==> src/rtl/synth_reg_pkg.sv <==
// Shared definitions for the synth control-port register receiver:
// default widths, receiver state encoding and address field layout.
package synth_reg_pkg;

  localparam int ADDR_BITS_DEF   = 4;
  localparam int DATA_BITS_DEF   = 8;
  localparam int SYNC_STAGES_DEF = 2;

  // Address bit that selects the low (0) or high (1) byte of a pair
  localparam int BYTE_SEL_BIT = 0;

  typedef enum logic {
    IDLE    = 1'b0,
    LO_HELD = 1'b1
  } rx_state_t;

  function automatic int num_pairs(input int addr_bits);
    return 1 << (addr_bits - 1);
  endfunction

endpackage

==> src/rtl/synth_reg_receiver_if.sv <==
// Parallel register-write port between the synth parameter writer and
// the receiver, including the assembled register bank and status pulses.
interface synth_reg_receiver_if
  import synth_reg_pkg::*;
#(
  parameter int ADDR_BITS = ADDR_BITS_DEF,
  parameter int DATA_BITS = DATA_BITS_DEF
) ();

  localparam int NUM_PAIRS = num_pairs(ADDR_BITS);

  logic [DATA_BITS-1:0]             data_i;
  logic [ADDR_BITS-1:0]             addr_i;
  logic                             strobe_i;
  logic [NUM_PAIRS*2*DATA_BITS-1:0] regs_o;
  logic                             commit_o;
  logic [ADDR_BITS-2:0]             commit_idx_o;
  logic                             pending_o;
  logic                             err_o;

  modport master (
    output data_i, addr_i, strobe_i,
    input  regs_o, commit_o, commit_idx_o, pending_o, err_o
  );

  modport slave (
    input  data_i, addr_i, strobe_i,
    output regs_o, commit_o, commit_idx_o, pending_o, err_o
  );

endinterface

==> src/rtl/sync_rise_det.sv <==
// Multi-flop synchronizer for an asynchronous level input followed by a
// history flop, producing a single-cycle pulse on each synchronized rise.
module sync_rise_det #(
  parameter int SYNC_STAGES = 2
) (
  input  logic clk,
  input  logic rst,
  input  logic async_i,
  output logic rise_o
);

  logic [SYNC_STAGES-1:0] sync_q;
  logic                   hist_q;

  always_ff @(posedge clk or posedge rst) begin
    if (rst) begin
      sync_q <= '0;
      hist_q <= 1'b0;
    end else begin
      sync_q <= {sync_q[SYNC_STAGES-2:0], async_i};
      hist_q <= sync_q[SYNC_STAGES-1];
    end
  end

  assign rise_o = sync_q[SYNC_STAGES-1] & ~hist_q;

endmodule

==> src/rtl/synth_reg_receiver.sv <==
// Receives byte writes from the synth control port and assembles
// even/odd byte pairs into 16-bit parameter registers, committed atomically.
module synth_reg_receiver
  import synth_reg_pkg::*;
#(
  parameter int ADDR_BITS   = ADDR_BITS_DEF,
  parameter int DATA_BITS   = DATA_BITS_DEF,
  parameter int SYNC_STAGES = SYNC_STAGES_DEF
) (
  input logic                 clk,
  input logic                 rst,
  synth_reg_receiver_if.slave bus
);

  localparam int NUM_PAIRS = num_pairs(ADDR_BITS);
  localparam int IDX_BITS  = ADDR_BITS - 1;
  localparam int REG_BITS  = 2 * DATA_BITS;

  logic                wr;
  logic                byte_sel;
  logic [IDX_BITS-1:0] pair_idx;

  rx_state_t           state_q, state_d;
  logic [DATA_BITS-1:0] lo_hold_q, lo_hold_d;
  logic [IDX_BITS-1:0] idx_hold_q, idx_hold_d;
  logic [IDX_BITS-1:0] commit_idx_q, commit_idx_d;
  logic                commit_q, commit_d;
  logic                err_q, err_d;
  logic                bank_we;

  logic [NUM_PAIRS-1:0][REG_BITS-1:0] regs_q;

  // Address and data are only stable once the strobe has been synchronized,
  // so they are sampled directly in the write cycle without synchronizers.
  sync_rise_det #(.SYNC_STAGES(SYNC_STAGES)) u_strobe_det (
    .clk     (clk),
    .rst     (rst),
    .async_i (bus.strobe_i),
    .rise_o  (wr)
  );

  assign byte_sel = bus.addr_i[BYTE_SEL_BIT];
  assign pair_idx = bus.addr_i[ADDR_BITS-1:BYTE_SEL_BIT+1];

  always_comb begin
    state_d      = state_q;
    lo_hold_d    = lo_hold_q;
    idx_hold_d   = idx_hold_q;
    commit_idx_d = commit_idx_q;
    commit_d     = 1'b0;
    err_d        = 1'b0;
    bank_we      = 1'b0;
    if (wr) begin
      case (state_q)
        IDLE: begin
          if (!byte_sel) begin
            lo_hold_d  = bus.data_i;
            idx_hold_d = pair_idx;
            state_d    = LO_HELD;
          end else begin
            err_d = 1'b1;
          end
        end
        LO_HELD: begin
          if (!byte_sel) begin
            lo_hold_d  = bus.data_i;
            idx_hold_d = pair_idx;
          end else if (pair_idx == idx_hold_q) begin
            bank_we      = 1'b1;
            commit_d     = 1'b1;
            commit_idx_d = idx_hold_q;
            state_d      = IDLE;
          end else begin
            err_d   = 1'b1;
            state_d = IDLE;
          end
        end
      endcase
    end
  end

  always_ff @(posedge clk or posedge rst) begin
    if (rst) begin
      state_q      <= IDLE;
      lo_hold_q    <= '0;
      idx_hold_q   <= '0;
      commit_idx_q <= '0;
      commit_q     <= 1'b0;
      err_q        <= 1'b0;
      regs_q       <= '0;
    end else begin
      state_q      <= state_d;
      lo_hold_q    <= lo_hold_d;
      idx_hold_q   <= idx_hold_d;
      commit_idx_q <= commit_idx_d;
      commit_q     <= commit_d;
      err_q        <= err_d;
      if (bank_we) begin
        regs_q[idx_hold_q] <= {bus.data_i, lo_hold_q};
      end
    end
  end

  assign bus.regs_o       = regs_q;
  assign bus.commit_o     = commit_q;
  assign bus.commit_idx_o = commit_idx_q;
  assign bus.pending_o    = (state_q == LO_HELD);
  assign bus.err_o        = err_q;

endmodule

==> src/flat_wrapper.sv <==
// flat-port wrapper written by rule: the top's interface ports become plain ports
module synth_reg_receiver_flat import synth_reg_pkg::*;
#(
  parameter int ADDR_BITS   = ADDR_BITS_DEF,
  parameter int DATA_BITS   = DATA_BITS_DEF,
  parameter int SYNC_STAGES = SYNC_STAGES_DEF
)
  (clk, rst, bus_data_i, bus_addr_i, bus_strobe_i, bus_regs_o, bus_commit_o, bus_commit_idx_o, bus_pending_o, bus_err_o);
  synth_reg_receiver_if #(.ADDR_BITS(ADDR_BITS), .DATA_BITS(DATA_BITS)) bus_i ();
  input logic clk;
  input logic rst;
  input wire logic [$bits(bus_i.data_i)-1:0] bus_data_i;
  input wire logic [$bits(bus_i.addr_i)-1:0] bus_addr_i;
  input wire logic [$bits(bus_i.strobe_i)-1:0] bus_strobe_i;
  output wire logic [$bits(bus_i.regs_o)-1:0] bus_regs_o;
  output wire logic [$bits(bus_i.commit_o)-1:0] bus_commit_o;
  output wire logic [$bits(bus_i.commit_idx_o)-1:0] bus_commit_idx_o;
  output wire logic [$bits(bus_i.pending_o)-1:0] bus_pending_o;
  output wire logic [$bits(bus_i.err_o)-1:0] bus_err_o;
  assign bus_i.data_i = bus_data_i;
  assign bus_i.addr_i = bus_addr_i;
  assign bus_i.strobe_i = bus_strobe_i;
  assign bus_regs_o = bus_i.regs_o;
  assign bus_commit_o = bus_i.commit_o;
  assign bus_commit_idx_o = bus_i.commit_idx_o;
  assign bus_pending_o = bus_i.pending_o;
  assign bus_err_o = bus_i.err_o;
  synth_reg_receiver #(.ADDR_BITS(ADDR_BITS), .DATA_BITS(DATA_BITS), .SYNC_STAGES(SYNC_STAGES)) u_core (.clk(clk), .rst(rst), .bus(bus_i));
endmodule
==> config.mk <==
export PLATFORM = sky130hd
export DESIGN_NAME = synth_reg_receiver_flat
export DESIGN_NICKNAME = d
export VERILOG_FILES = /design/src/rtl/synth_reg_pkg.sv /design/src/rtl/synth_reg_receiver_if.sv /design/src/rtl/sync_rise_det.sv /design/src/rtl/synth_reg_receiver.sv /design/src/flat_wrapper.sv
export SDC_FILE = /design/constraint.sdc
export NUM_CORES = 1
export LEC_CHECK = 0
export ABC_AREA = 1
export CAP_MARGIN = 20
export CORE_UTILIZATION = 25
export CTS_CLUSTER_SIZE = 12
export DETAILED_ROUTE_END_ITERATION = 10
export GPL_ROUTABILITY_DRIVEN = 0
export SYNTH_ARGS = -nofsm -noshare
export SYNTH_HDL_FRONTEND = slang
export SYNTH_HIERARCHICAL = 1
export SYNTH_SLANG_ARGS = --single-unit
==> constraint.sdc <==
create_clock -name clk -period 4.2 [get_ports clk]
set_input_delay 0.63 -clock clk [delete_from_list [all_inputs] [get_ports clk]]
set_output_delay 0.63 -clock clk [all_outputs]
set_load 0.1 [all_outputs]
* Yosys cells after proc, flatten, opt, wreduce, memory -nomap -nowiden
Index checks and enable logic that the tools add are counted. W data, S select, Z words.
Word-level totals: register bits after elaboration 148, bits in latches 0, RAM bits 0, ROM bits 0, word-level logic and storage cells 41, memories 0
Cells by class: $add $sub $neg 0, $mul 0, divide/modulo/power cells 0, magnitude comparators 2, eq/ne operators 1, shifts and indexed selects 0, mux-type cells 15, bitwise gates (word level) 4, reduce and logical (&&, ||, !) cells 3
Operators with widths (number):
- $bwmux W128 | 1
- $demux W16 S3 | 1
- $mux W16 | 1
- $mux W1 | 9
- $mux W8 | 1
- $lt A3 B4 Y1 const B | 1
- $reduce_and A4 Y1 | 1
- $eq A3 B3 Y1 | 1
- $ge A3 B1 Y1 const B | 1
- $mux W3 | 1
- $not A1 Y1 | 3
- $pmux W1 S2 | 1
- $reduce_and A2 Y1 | 1
- $and A1 B1 Y1 | 1
- $logic_and A1 B1 Y1 | 1

* Depth between registers and ports, before layout
Gate-level depths: netlist of the first run.
depth in word-level cells 5, gate-level depth with buffers 9

* Cells and area by module
The synthesis of the first run kept the hierarchy.
Modules (own cells, without submodules):
- synth_reg_receiver | instances 1, cells an instance 671, area each 6343.6 µm², seq. area each 3628.5 µm²
- sync_rise_det | instances 1, cells an instance 6, area each 88.8 µm², seq. area each 75.1 µm²

* Least setup slack after synthesis of the first run
OpenSTA, ideal clock, no wires.
path kind register to register, start reg u_core.state_q, in the netlist u_core/bus.pending_o, end reg u_core.regs_q (netlist bit u_core/bus.regs_o[0]), arrival time 1.948 ns, required time 4.078 ns, path slack 2.130 ns, cell stages (with the launch flop) 7, path buffers 1, period minus slack after synthesis 2.070 ns, cell sequence dfrtp_1 > nand2_1 > nor2_8 > nand4_4 > buf_6 > nand2_1 > nand2_1
On the way: cells in the longest elaborated chain, start to end 2
Ends and longest elaborated chain:
- start: declaration | RTL line synth_reg_receiver.sv:23 | rx_state_t state_q, state_d;
- start signal: assignment | RTL line synth_reg_receiver.sv:92 | state_q <= state_d;
- $mux W1 | RTL line synth_reg_receiver.sv:54 | case (state_q)
- $mux W1 | RTL line synth_reg_receiver.sv:53 | if (wr) begin
- end signal: indexed assignment | RTL line synth_reg_receiver.sv:99 | regs_q[idx_hold_q] <= {bus.data_i, lo_hold_q};
- end: declaration | RTL line synth_reg_receiver.sv:31 | logic [NUM_PAIRS-1:0][REG_BITS-1:0] regs_q;
Every way passes these cells. A chain may end at the register's enable or synchronous reset.

* Worst setup path in the final report of the first run
start reg u_core.regs_q (netlist bit u_core/bus.regs_o[15]), end out bus_regs_o[15]
RTL lines:
- end: declaration | RTL line flat_wrapper.sv:15 | output wire logic [$bits(bus_i.regs_o)-1:0] bus_regs_o;
No word-level cell between the ends.

==> results of run 1 <==
worst paths after layout:
check	slack (ns)	startpoint	depth (start not counted)	endpoint
max	1.60	u_core/bus.regs_o[15]	1	bus_regs_o[15]
min	0.35	u_core/u_strobe_det/sync_q[0]	0	u_core/u_strobe_det/sync_q[1]
max reg2reg	2.04	u_core/idx_hold_q[0]	5	u_core/bus.regs_o[85]
min reg2reg	0.35	u_core/u_strobe_det/sync_q[0]	0	u_core/u_strobe_det/sync_q[1]
max in group asynchronous	2.77	rst	4	u_core/bus.regs_o[87]
min in group asynchronous	0.46	rst	2	u_core/u_strobe_det/hist_q
flip-flops by register name, indices dropped and copies added (netlist names):
signal / count
u_core/bus.err_o: 1
u_core/idx_hold_q: 3
u_core/bus.commit_o: 1
u_core/bus.pending_o: 1
u_core/u_strobe_det/hist_q: 1
u_core/bus.regs_o: 128
u_core/u_strobe_det/sync_q: 2
u_core/lo_hold_q: 8
u_core/bus.commit_idx_o: 3
layout by cell type, fill, tap and decap left out, types with 2 or more instances in the layout:
cell,n
nand4_1,128
clkinv_2,2
dfrtp_1,148
clkdlybuf4s50_1,148
nand2_2,2
bufinv_16,3
mux2_1,4
clkinvlp_4,5
nand4_4,8
inv_2,3
nor2_8,2
clkbuf_16,17
inv_1,9
mux2_2,4
nand3_1,3
clkinv_4,2
nor2_2,9
nand2_1,280
buf_12,3
nand2_4,2
a21oi_1,2
o21ai_0,3
buf_4,4
metal layers:
metal / global-route usage [%] / vias up
li1: - / 2503
met1: 22.3 / 2578
met2: 26.0 / 173
met3: 4.51 / 19
met4: 4.46 / 0
met5: 0 / -
per-stage QoR:
stage          util, %  worst slack (ns)  area, sq um
6_report          34.4              1.60         8660
5_1_grt           34.4              1.53         8660
4_1_cts           34.3              1.57         8640
3_5_place_dp      31.9              1.48         8040
3_3_place_gp      31.9              1.52         8040
2_1_floorplan        -              1.75         6440
synthesized netlist by cell type, drive strengths merged:
master / number
mux2: 8
dfrtp: 148
inv: 14
or2: 1
nand3: 4
nand4: 136
o21ai: 3
nand2: 284
buf: 38
clkbuf: 26
a21oi: 2
nor2: 13
where the power goes:
group / total (W) / internal (W) / switching, W / leakage [nW]
Combinational: 0.00134 / 0.000261 / 0.00108 / 1.91
Clock: 0.00156 / 0.000948 / 0.000612 / 0.281
Sequential: 0.00171 / 0.00155 / 0.000162 / 2.02
Total: 0.00461 / 0.00276 / 0.00185 / 4.21
cell families after synthesis:
family / synth area share [%]
AO/OA/AOI/OAI: 0.389
buffers and inverters: 6.44
flip-flops: 57.6
multiplexers: 1.40
AND/OR/NAND/NOR: 34.2
area by class of cell:
cell class	instances	area, sq um	share of cell area [%]
clock buffers	19	443	5.11
clock inverters	12	156	1.81
flip-flops and latches	148	3700	42.8
multi-input cells	451	2310	26.7
inverters	14	58.8	0.679
repair buffers	155	1570	18.1
well taps	330	413	4.77
==> metrics, run 1 <==
status complete, no violations; Fill cells 2,603; Critical Path, Cell by Cell clkdlybuf4s50_1; width of the chip 162 um; drt via density 4.67; met2 WL 10.1 mm; vias in the first global route 5,151; number of synthesized register bits 148; drt pass-1 iters 4; Iteration-0 DRC Markers 397; clock tree buffer depth 2; Inserted Clock Buffers 17; Bufs and invs on worst path 1; Crit-path slowest cell clkdlybuf4s50_1; crit path DAT 1.97 ns; Hold Slack 0.351 ns; Top Family by Delay on Critical Path buffers and inverters; routed wl met3 1.24 mm; CTS tree done; DR vias 5,273; fmax 0.385 GHz; starting density of the core 25.5%; Critical Path RT 3.57 ns; Synth top area share 57.6%; I/O Pins 149; WS Path Type register to primary output; Max Cap Violations 0; Netlist cell types 23; Synthesis Warnings 6; clk root buf clkbuf_16; Synth area leader dfrtp_1; setup repair bufs after CTS 0; die height 162 um; Max-Slew Margin vs Limit 29.5%; Inst Count DP 1,097; cell area after synthesis 6430 sq um; post_cts resized 0; core region area 25,200 sq um; post-route setup TNS 0 ns; Pleak 4.21 nW; fraction of layout cells with a size suffix above 1 9.01%; clock-pin slew on the worst setup and hold paths 0.07 ns; Final period util 61.8%; Final ANT Viol Nets 0; total global-route track usage 16.5%; CTS Hold Bufs 0; CP startpoint kind register; grt total ovfl 0; peak supply drop 0.000278 V; total wire length 21.4 mm; worst stage delay on the critical path 1.19 ns; Layout Cells excl Fill 1,129; Syn Area/Cell 9.50 sq um; global-route wire length before repair 32.0 mm; depth of the CTS H-tree 4; clock skew 0.0138 ns; largest cells by area after synthesis dfrtp_1 58%, nand2_1 16%, nand4_1 12%; final HPWL from detailed placement 13.1 mm; minimum clock period 2.60 ns; CTS Sinks 148; # port buffers 148; RSZ-0062 raised after global routing no; Critical Path Fanout Max 2; WL met1 9.76 mm; drt wl/cell 18.9 um; worst min path class register to register; Gate Count Post-Synth 677; Fin. Hold Viols 0; Seq/Total Area, Yosys 57.6%; worst-skew pair later-pin latency 0.42 ns; initial antenna violation count 0; final setup vio count 0; Antenna diodes 0; Power, Total 0.00461 W; Nets 802; post-detailed-route DRC marker count 0; PD cells 532 nW/um^2; Slew Viols, Final 0; synth-to-layout area growth 34.6%; die area 26,400 sq um; slew at the pin closest to its max-slew limit 1.05 ns; Worst setup EP type primary output; cell row count 58; DR top layer met4; Synth Net Count 692; largest net degree at the start of global routing 134
Power figures use the tool's default switching activity.
==> inputs of run 2 (changes only) <==
clock period = 2.3 ns   (was 4.2 ns; I/O delays follow)
==> run 2 against run 1 <==
  * Utilization shrank 0.76 points
  * Routed wire length grew 3.2%
  * Combinational power grew 82%
  * First-iteration DRC count grew 11%
  * Sequential share of layout area grew 0.97 points
  * Clock power grew 73%
  * Critical endpoint is now u_core/bus.regs_o[110]
  * Largest power group unchanged
  * Highest routed layer unchanged
==> metrics, run 2 (same netlist as run 1, synthesis figures left out) <==
status complete, no violations; DR vias 5,357; Iteration-0 DRC Markers 439; depth of the CTS H-tree 4; drt pass-1 iters 4; global-route wire length before repair 33.6 mm; CP startpoint kind register; Max-Slew Margin vs Limit 50.8%; Layout Cells excl Fill 1,147; grt total ovfl 0; final HPWL from detailed placement 14.2 mm; Worst setup EP type register; Int Power 0.00485 W; Comb pwr share 29.5%; reg2reg path depth 7; die height 162 um; clk root buf clkbuf_16; NetSw 0.00343 W; setup repair bufs after CTS 0; Final period util 81.2%; RSZ-0062 raised after global routing no; Max Cap Violations 0; commonest non-fill, non-tap cell in the layout nand2_1; worst stage delay on the critical path 0.59 ns; switching part of the total power 41.4%; Slew Viols, Final 0; total wire length 22.1 mm; reg2reg start u_core/idx_hold_q[0]; crit path DAT 2.18 ns; WS Path Type register to register; post_cts resized 0; Antenna diodes 0; Pleak 4.56 nW; worst-skew pair later-pin latency 0.42 ns; minimum clock period 1.87 ns; drt via density 4.67; Inserted Clock Buffers 17; cell row count 58; die area 26,400 sq um; Critical Path Fanout Max 16; Hold Slack 0.208 ns; # port buffers 148; I/O Pins 149; width of the chip 162 um; clock tree buffer depth 2; Fill cells 2,598; Bufs and invs on worst path 1; Fin. Hold Viols 0; largest net degree at the start of global routing 88; Critical Path, Cell by Cell inv_2 -> nand2_4 -> nand2_4 -> nor2_8 -> nand4_4 -> nand2_1 -> nand2_1; clock-pin slew on the worst setup and hold paths 0.07 ns; clock share of power 32.6%; Design Area, Final 8470 sq um; worst reg-to-reg setup slack 0.43 ns; clock skew 0.0162 ns; Critical Path RT 2.61 ns; final setup vio count 0; post-detailed-route DRC marker count 0; CTS tree done; total global-route track usage 17.3%; Final ANT Viol Nets 0; Power, Total 0.00827 W; slew at the pin closest to its max-slew limit 0.736 ns; core region area 25,200 sq um; CTS Hold Bufs 0; peak supply drop 0.000516 V; Inst Count DP 1,116; CTS Sinks 148; Nets 820; DP Area 7900 sq um; PD cells 977 nW/um^2; Sequential Power Share 37.9%; starting density of the core 25.5%; Top Family by Delay on Critical Path simple AND/OR/NAND/NOR gates; worst min path class input port to async pin; initial antenna violation count 0; Crit-path slowest cell dfrtp_1; post-route setup TNS 0 ns; reg-to-reg endpoint u_core/bus.regs_o[110]; fraction of layout cells with a size suffix above 1 27.5%; vias in the first global route 5,402; fmax 0.536 GHz; max reg flops 128; synth-to-layout area growth 31.7%; drt wl/cell 19.2 um; commonest non-fill, non-tap cells in the layout 280 x nand2_1, 153 x buf_4, 148 x dfrtp_1, 128 x nand4_1, 17 x clkbuf_16
-- run 2: cell types whose count changed in the layout (fill, tap and decap cells not counted), sizes merged --
cell	previous run	this run
buf	7	159
bufinv	3	1
clkdlybuf4s50	148	14
clkbuf	19	20
clkinvlp	5	6
-- run 2: per-stage QoR --
stage / utilization, % / setup WS (ns)
finish: 33.6 / 0.433
floorplan: - / 0.136
global placement: 31.4 / 0.183
CTS: 33.6 / 0.418
detailed placement: 31.4 / 0.151
global route: 33.6 / 0.248
-- run 2: how the worst max path moves through the flow --
stage	startpoint	end	cells after the start
CTS	u_core/idx_hold_q[0]	u_core/bus.regs_o[20]	7
global placement	bus_addr_i[1]	u_core/bus.regs_o[33]	8
floorplan	rst	u_core/bus.commit_idx_o[0]	1
detailed placement	bus_addr_i[1]	u_core/bus.regs_o[110]	8
global route	u_core/idx_hold_q[0]	u_core/bus.regs_o[102]	7
finish	u_core/idx_hold_q[0]	u_core/bus.regs_o[110]	7
-- run 2: routing by layer --
layer,vias to the layer above,share of wire (%),global-route usage (%)
met3,14,5.3,4.15
met2,148,48,27.7
met4,0,1.2,4.59
met5,-,0,0
li1,2536,-,-
met1,2659,45,23.1
-- run 2: power by group through the flow --
stage	combinational (W)	sequential (W)	clock, W
after floorplan	0.000587	0.00435	0
after global placement	0.00243	0.00318	0
after detailed placement	0.00245	0.00318	0
after CTS	0.00245	0.00314	0.00277
after global routing	0.00255	0.00316	0.00289
final	0.00244	0.00313	0.00270
-- run 2: layout make-up --
| type | count | area [sq um] | share of cell area [%] |
|---|---|---|---|
| sequential | 148 | 3700 | 43.7 |
| multi-input combinational | 451 | 2310 | 27.3 |
| timing repair buffer | 173 | 1410 | 16.6 |
| clock buffer | 20 | 467 | 5.51 |
| tap | 330 | 413 | 4.88 |
| clock inverter | 11 | 104 | 1.23 |
| inverter | 14 | 58.8 | 0.694 |
==> inputs of run 3 (changes only) <==
clock period = 1.5 ns   (was 2.3 ns; I/O delays follow)
==> run 3 against run 2 <==
  * The run now ends with negative setup slack left
  * Power up 73%
  * Register-to-register slack worse by 0.44 ns
  * Sequential power up 58%
  * Combinational power up 110%
  * Die area unchanged
  * Fmax up 24%
  * Count of clock-buffer cells in the layout up 3
  * Flip-flop and latch count unchanged
  * Clock power up 57%
  * Sequential share of layout area down 11 points
  * Critical path type unchanged
  * Largest cell class is now non-clock buffers
==> metrics, run 3 (same netlist as run 1, synthesis figures left out) <==
post-detailed-route DRC marker count 0; die area 26,400 sq um; RSZ-0062 raised after global routing yes; crit path DAT 1.82 ns; Inserted Clock Buffers 17; vias in the first global route 5,410; starting density of the core 25.5%; Crit-path slowest cell dfrtp_1; grt total ovfl 0; DP Area 9940 sq um; max reg flops 128; Slew Viols, Final 0; WS Path Type register to register; fin util 45.0%; CTS tree done; fraction of layout cells with a size suffix above 1 34.4%; clock-pin slew on the worst setup and hold paths 0.06 ns; Final period util 100%; Fin. Hold Viols 0; drt via density 4.89; drt pass-1 iters 5; Most common cell on crit path nand2_1; final setup vio count 3; clock skew 0.00635 ns; slew at the pin closest to its max-slew limit 0.701 ns; Critical Path, Cell by Cell nand2_1 -> inv_2 -> nor2_8 -> buf_12 -> nand4_4 -> buf_12 -> nand2_1 -> nand2_1; global-route wire length before repair 34.1 mm; CTS Hold Bufs 0; die height 162 um; Design Area, Final 11,300 sq um; Critical Path Fanout Max 9; Max Cap Violations 0; Top Family by Delay on Critical Path simple AND/OR/NAND/NOR gates; clock tree buffer depth 2; peak supply drop 0.000736 V; Final ANT Viol Nets 0; cell row count 58; total wire length 25.0 mm; Worst setup EP type register; Bufs and invs on worst path 3; worst min path class input port to async pin; I/O Pins 149; total global-route track usage 17.7%; PD cells 1270 nW/um^2; width of the chip 162 um; clk root buf clkbuf_16; DR vias 5,942; multi-input logic area 2490 sq um; Antenna diodes 0; largest net degree at the start of global routing 40; worst-skew pair later-pin latency 0.43 ns; Hold Slack 0.0471 ns; commonest non-fill, non-tap cells in the layout 269 x nand2_1, 154 x buf_12, 146 x dfrtp_1, 128 x nand4_1, 35 x buf_4; Inst Count DP 1,146; worst stage delay on the critical path 0.41 ns; Pleak 5.48 nW; initial antenna violation count 0; Seq. cell area 3710 sq um; core region area 25,200 sq um; Layout Cells excl Fill 1,214; commonest non-fill, non-tap cell in the layout nand2_1; status finished, violations left; CTS Sinks 148; Iteration-0 DRC Markers 411; Max-Slew Margin vs Limit 53.3%; Fill cells 2,282; CP startpoint kind register; Nets 887; depth of the CTS H-tree 4; failing checks negative setup slack; fmax 0.665 GHz; final HPWL from detailed placement 14.7 mm; synth-to-layout area growth 76.1%; post-route setup TNS -0.00566 ns; drt wl/cell 20.6 um; Critical Path RT 1.81 ns; final setup margin -0.00423 ns; minimum clock period 1.50 ns; # port buffers 148
==> run 3: cell count changes in the layout (fill, tap and decap cells not counted), sizes merged, moves of 2 or more <==
| cell | change |
|---|---|
| buf | +50 |
| clkbuf | +15 |
| nand4 | +5 |
| inv | -2 |
| clkinvlp | -2 |
==> run 3: worst paths after layout <==
check,slack (ns),startpoint,end,cells after the start
max in group asynchronous,0.77,rst,u_core/bus.regs_o[41],3
worst max-delay path,-0.004,u_core/idx_hold_q[1],u_core/bus.regs_o[119],8
worst max register to register,-0.004,u_core/idx_hold_q[1],u_core/bus.regs_o[119],8
worst min-delay path,0.05,rst,u_core/u_strobe_det/sync_q[0],2
worst min register to register,0.37,u_core/u_strobe_det/sync_q[0],u_core/u_strobe_det/sync_q[1],0
min in group clk,0.18,bus_addr_i[2],u_core/idx_hold_q[1],3
==> run 3: cell type report <==
type,count,area share (%)
clock buffer,23,4.22
tap,330,3.64
timing repair buffer,235,36.0
sequential,148,32.7
multi-input combinational,456,22.0
inverter,14,0.541
clock inverter,8,0.895
==> run 3: layer usage <==
metal / track usage, % / wire length [um]
met1: 24.7 / 11200
met2: 27.4 / 11600
met3: 4.33 / 1860
met4: 4.20 / 385
met5: 0 / 0
==> run 3: repair_timing <==
action / 4_1_cts / 5_1_grt
buffers inserted: 9 / 5
gates resized for setup: 7 / 44
endpoints found under the setup margin: 113 / 132
gates cloned: 3 / 20
pin swaps: 2 / 61
==> run 3: stage by stage <==
step,power [W],setup slack (ns)
after floorplan,0.00757,-0.570
after global placement,0.00962,-0.370
after detailed placement,0.00966,-0.416
after CTS,0.0140,0.000690
after global routing,0.0148,-0.0686
final,0.0144,-0.00423
==> run 3: report_power, final <==
part	switching (W)	internal [W]	leakage, nW
Sequential	0.000613	0.00433	2.02
Clock	0.00168	0.00257	0.275
Combinational	0.00332	0.00183	3.18
